[config.mk]
export PLATFORM = sky130hd
export DESIGN_NAME = sram_rw_pipelined
export DESIGN_NICKNAME = d
export VERILOG_FILES = /design/src/rtl/sram_pkg.sv /design/src/rtl/sram_rd_pipe.sv /design/src/rtl/sram_rw_pipelined.sv
export SDC_FILE = /design/constraint.sdc
export NUM_CORES = 2
export LEC_CHECK = 0
export ABC_CLOCK_PERIOD_IN_PS = 4700
export BUFFER_PORTS_ARGS = -buffer_cell sky130_fd_sc_hd__buf_2
export CORE_ASPECT_RATIO = 0.9
export CORE_UTILIZATION = 54
export CTS_CLUSTER_SIZE = 10
export DETAILED_ROUTE_END_ITERATION = 8
export GPL_TIMING_DRIVEN = 0
export PLACE_DENSITY = 0.68
export SLEW_MARGIN = 20
export SYNTH_ARGS = -nofsm -noshare
export SYNTH_HDL_FRONTEND = slang
export SYNTH_SLANG_ARGS = --single-unit
[constraint.sdc]
create_clock -name clk0 -period 4.7 [get_ports clk0]
set_input_delay 1.175 -clock clk0 [delete_from_list [all_inputs] [get_ports clk0]]
set_output_delay 1.175 -clock clk0 [all_outputs]
set_load 0.05 [all_outputs]
[src/rtl/sram_pkg.sv]
// Shared types and constants for the parametrised single-port SRAM model.
package sram_pkg;

  localparam int MAX_READ_LATENCY = 4;

  typedef enum logic {
    ST_INIT  = 1'b0,
    ST_READY = 1'b1
  } sram_state_e;

  function automatic int mask_width(input int data_width);
    return data_width / 8;
  endfunction

endpackage

[src/rtl/sram_rd_pipe.sv]
// Read-response shift register: valid/data/err stages, LATENCY deep.
module sram_rd_pipe #(
  parameter int DATA_WIDTH = 64,
  parameter int LATENCY    = 1
) (
  input  logic                  clk,
  input  logic                  rst,
  input  logic                  in_valid,
  input  logic [DATA_WIDTH-1:0] in_data,
  input  logic                  in_err,
  output logic                  out_valid,
  output logic [DATA_WIDTH-1:0] out_data,
  output logic                  out_err
);

  logic [LATENCY:1]                 vld_pipe;
  logic [LATENCY:1]                 err_pipe;
  logic [LATENCY:1][DATA_WIDTH-1:0] dat_pipe;

  // Data stages only load behind a valid bit, so the last stage holds the
  // most recent response while nothing is in flight.
  always_ff @(posedge clk or posedge rst) begin
    if (rst) begin
      vld_pipe <= '0;
      err_pipe <= '0;
      dat_pipe <= '0;
    end else begin
      vld_pipe[1] <= in_valid;
      if (in_valid) begin
        dat_pipe[1] <= in_data;
        err_pipe[1] <= in_err;
      end
      for (int s = 2; s <= LATENCY; s++) begin
        vld_pipe[s] <= vld_pipe[s-1];
        if (vld_pipe[s-1]) begin
          dat_pipe[s] <= dat_pipe[s-1];
          err_pipe[s] <= err_pipe[s-1];
        end
      end
    end
  end

  assign out_valid = vld_pipe[LATENCY];
  assign out_data  = dat_pipe[LATENCY];
  assign out_err   = vld_pipe[LATENCY] & err_pipe[LATENCY];

endmodule

[src/rtl/sram_rw_pipelined.sv]
// Single-port SRAM model: byte-masked writes, valid/ready requests,
// pipelined reads, zero-init FSM and out-of-range detection.
module sram_rw_pipelined
  import sram_pkg::*;
#(
  parameter int DATA_WIDTH    = 64,
  parameter int DEPTH         = 32,
  parameter int ADDR_WIDTH    = (DEPTH > 1) ? $clog2(DEPTH) : 1,
  parameter int READ_LATENCY  = 1,
  parameter bit INIT_ON_RESET = 1'b1,
  parameter int MASK_WIDTH    = mask_width(DATA_WIDTH)
) (
  input  logic                  clk0,
  input  logic                  rst0,
  input  logic                  req_valid,
  output logic                  req_ready,
  input  logic                  req_we,
  input  logic [ADDR_WIDTH-1:0] req_addr,
  input  logic [DATA_WIDTH-1:0] req_wdata,
  input  logic [MASK_WIDTH-1:0] req_wmask,
  output logic                  rsp_valid,
  output logic [DATA_WIDTH-1:0] rsp_rdata,
  output logic                  rsp_err,
  input  logic                  init_start,
  output logic                  init_busy
);

  localparam int LAT = (READ_LATENCY < 1) ? 1 :
                       (READ_LATENCY > MAX_READ_LATENCY) ? MAX_READ_LATENCY : READ_LATENCY;
  localparam logic [ADDR_WIDTH:0]   DEPTH_W  = (ADDR_WIDTH+1)'(DEPTH);
  localparam logic [ADDR_WIDTH-1:0] LAST_PTR = ADDR_WIDTH'(DEPTH - 1);

  sram_state_e           state, state_nxt;
  logic [ADDR_WIDTH-1:0] ptr, ptr_nxt;
  logic [DATA_WIDTH-1:0] mem [DEPTH];
  logic [DATA_WIDTH-1:0] rd_word;
  logic                  in_range, wr_acc, rd_acc;

  always_ff @(posedge clk0 or posedge rst0) begin
    if (rst0) begin
      state <= INIT_ON_RESET ? ST_INIT : ST_READY;
      ptr   <= '0;
    end else begin
      state <= state_nxt;
      ptr   <= ptr_nxt;
    end
  end

  always_comb begin
    state_nxt = state;
    ptr_nxt   = ptr;
    case (state)
      ST_INIT: begin
        if (ptr == LAST_PTR) begin
          state_nxt = ST_READY;
          ptr_nxt   = '0;
        end else begin
          ptr_nxt = ptr + ADDR_WIDTH'(1);
        end
      end
      ST_READY: begin
        if (init_start) begin
          state_nxt = ST_INIT;
          ptr_nxt   = '0;
        end
      end
      default: state_nxt = ST_READY;
    endcase
  end

  // init_start steals the cycle so a request never races the FSM entry.
  assign req_ready = !rst0 && (state == ST_READY) && !init_start;
  assign init_busy = (state == ST_INIT);
  assign in_range  = ({1'b0, req_addr} < DEPTH_W);
  assign wr_acc    = req_valid && req_ready && req_we && in_range;
  assign rd_acc    = req_valid && req_ready && !req_we;
  assign rd_word   = in_range ? mem[req_addr] : '0;

  // Storage is deliberately unreset; only the init FSM clears it.
  always_ff @(posedge clk0) begin
    if (!rst0 && state == ST_INIT) begin
      mem[ptr] <= '0;
    end else if (wr_acc) begin
      for (int i = 0; i < MASK_WIDTH; i++) begin
        if (req_wmask[i]) mem[req_addr][8*i +: 8] <= req_wdata[8*i +: 8];
      end
    end
  end

  sram_rd_pipe #(
    .DATA_WIDTH (DATA_WIDTH),
    .LATENCY    (LAT)
  ) u_rd_pipe (
    .clk       (clk0),
    .rst       (rst0),
    .in_valid  (rd_acc),
    .in_data   (rd_word),
    .in_err    (!in_range),
    .out_valid (rsp_valid),
    .out_data  (rsp_rdata),
    .out_err   (rsp_err)
  );

endmodule

==> impl_metrics.ini <==
[status]
status = complete, but fails checks
violations = setup timing

[synthesis]
ys_async_sr_fraction_pct = 3.35
synth_seq_cells = 2119
synth_flop_cell = edfxtp_1
synth-edff-count = 2048
synth.avg_cell_area_um2 = 17.4
seq_area_frac_synth_pct = 75.8
syn_area_um2 = 83500
synth.distinct_cells = 41
syn_inst = 4800
yosys.area.top_type_share_pct = 73.6
synth_warnings = 0
synth_area_leader_cell = edfxtp_1
syn_nets = 4884
synthTopCellsByArea = edfxtp_1, mux2i_1, a22oi_1

[critical_path]
r2r-end = mem[14][21]$_DFFE_PP_
ff2ff_path_depth = 7
arrival_ns = 5.37
reg2reg_slack_ns = 0.03
start_kind = input port
critical_path_class = in2reg
path_max_fanout = 10
endpoint_kind = register
r2r_start = state$_DFF_PP0_
cp.required_ns = 5.16

[hold_path]
hp-start = u_rd_pipe.out_data[36]$_DFFE_PP0P_
hold_end = u_rd_pipe.out_data[36]$_DFFE_PP0P_
hp-class = reg2reg
whs_path_depth = 2

[detailed_routing]
wl_per_cell_um = 35.0
drtAntennaViolNets = 0
wirelength_um = 258000
drt_iter0_drc = 7099
vias = 48568
viasPerCell = 6.57
drc_errors = 0
dr.pass1.iters = 7

[finish]
final_cells = 7387
multi_input_area_um2 = 18700
regArea_um2 = 63300
fillers = 11037
area_delta_synth_final_pct = 12.6
layout-drive-gt1-share_pct = 14.2
nets = 5271
final_common_cell = edfxtp_1
final_cell_mix = edfxtp_1, mux2i_1, a22oi_1

[cts]
tritoncts = built
clk_pin_slew_ns = 0.05
numCtsBuffers = 231
root_buffer = clkbuf_16
cts.sinks = 2119
clkLatencyLatePin_ns = 0.88
clock_path_buffers = 3
cts_hold_buf = 0
htree_num_levels = 4

[place]
dp_hpwl_um = 170000
gp_congestion = 0.931
place_inst = 6955
io_buffers = 146

[die]
die_y_um = 375
fp.dieW_um = 417
start_util_pct = 54.5
dieArea_um2 = 156000
io_pins = 150
core_um2 = 153000
num_rows = 136

[timing]
setup_viol_count_final = 128
slew_headroom_pct = 15.5
max_freq_mhz = 203
min_period_over_period_pct = 105
worstMarginPinSlew_ns = 1.27
hold_viol = 0
setup_slack_ns = -0.216
finalSetupTns_ns = -7.81
period_needed_ns = 4.92
rsz0062_at_grt = no
slew_violations = 0
worst_clock_skew_ns = 0.0492

[global_route]
met2_usage_pct = 49.1
use_met1_pct = 44.1
grt-ovfl-total = 0
antenna_found_initial = 14
grt_usage_pct = 32.8
grt_max_degree = 46
use_met3_pct = 9.67
grt_pass1_vias = 46387
busiest_layer = met2
grt_first_pass_wirelength_um = 354000

[power]
vdd_drop_max_uv = 442
leakage_nw = 34.5
powerDensity_nw_per_um2 = 468

[job]
drv_cap = 0
## routing by layer
layer,vias to the layer above,wire length [um],part of all wire (%)
li1,19888,-,-
met1,24819,97700,38
met2,3201,115000,44
met3,656,30900,12
met4,4,15000,5.8
met5,-,63,0.024
## Yosys cell counts (all sizes together) (4+ instances only)
library cell     n
nor3            17
nor2b            7
clkbuf         128
a22oi          436
mux2i          961
a31oi            5
o21ai           55
nand2b          12
dfrtp           71
mux2            40
a22o             6
o41ai            9
edfxtp        2048
a21oi          227
nand2          123
a211oi           6
mux4            20
and2            65
a221oi          18
buf            169
nor2           263
o22ai           47
inv              4
or4             50
## power breakdown
part / total, W / switching [W] / internal [W]
registers: 0.0220 / 0.000388 / 0.0216
clock network: 0.0166 / 0.00730 / 0.00934
logic: 0.00540 / 0.00424 / 0.00116
## state kept, by name, summed over array words and instances, names as in the netlist
signal and cells:
u_rd_pipe.out_data 64, u_rd_pipe.out_valid 1, mem 2048, ptr 5, state 1
## worst max-delay path, stage by stage
cell and delay (ns):
buf_2 0.11, buf_2 0.37, nand2_1 0.59, clkbuf_1 0.58, mux2i_1 0.55, nand2_1 0.52
buf_2 0.54, nor2_1 0.89
## area by class of cell
type                    count  share of cell area, %
plain buffers             297                   1.89
flip-flops and latches   2119                   67.3
multi-input cells        2380                   19.9
repair buffers            154                  0.977
well taps                2001                   2.66
clock buffers             417                   6.97
inverters                   4                 0.0213
diodes                      2                0.00532
clock inverters            13                  0.241
## through the flow
| stage | utilization (%) | hold slack [ns] | power [W] | setup slack (ns) | area (um^2) |
|---|---|---|---|---|---|
| final | 61.4 | 0.478 | 0.0440 | -0.216 | 94000 |
| after global routing | 61.4 | 0.501 | 0.0449 | 0.00870 | 94000 |
| after CTS | 61.3 | 0.483 | 0.0437 | -0.0421 | 93900 |
| after detailed placement | 56.8 | 0.471 | 0.0275 | -1.22 | 87000 |
| after global placement | 56.7 | 0.466 | 0.0274 | -1.55 | 86800 |
| after floorplan | - | 0.513 | 0.0252 | 1.07 | 83500 |
## how the worst max path moves through the flow
stage                      startpoint                     to  slack, ns
after floorplan                  rst0              req_ready       1.07
after global placement     init_start  mem[25][59]$_DFFE_PP_      -1.55
after detailed placement  req_addr[3]  mem[28][25]$_DFFE_PP_      -1.22
after CTS                 req_addr[3]  mem[24][52]$_DFFE_PP_      -0.04
after global routing      req_addr[3]  mem[29][32]$_DFFE_PP_      0.009
final                     req_addr[3]  mem[29][32]$_DFFE_PP_      -0.22
## cell families (layout without fill, tap and decap cells)
kind of cell    Yosys count  in the layout  share of synthesized area [%]
compound gates          811            811                           6.51
fa+ha+maj                 2              2                         0.0300
buf+inv                 301            885                           2.12
flops                  2119           2119                           75.8
mux                    1021           1021                           12.6
other cells               1              3                        0.00449
simple gates            545            545                           2.98
## repair_timing
action                                  CTS  global route
cloned                                    0             0
buffers inserted                          0             0
endpoints found under the setup margin  108           186
pin swaps                                 0             0
gates resized for setup                  15            19
No activity file was read; power rests on OpenSTA's default activity.
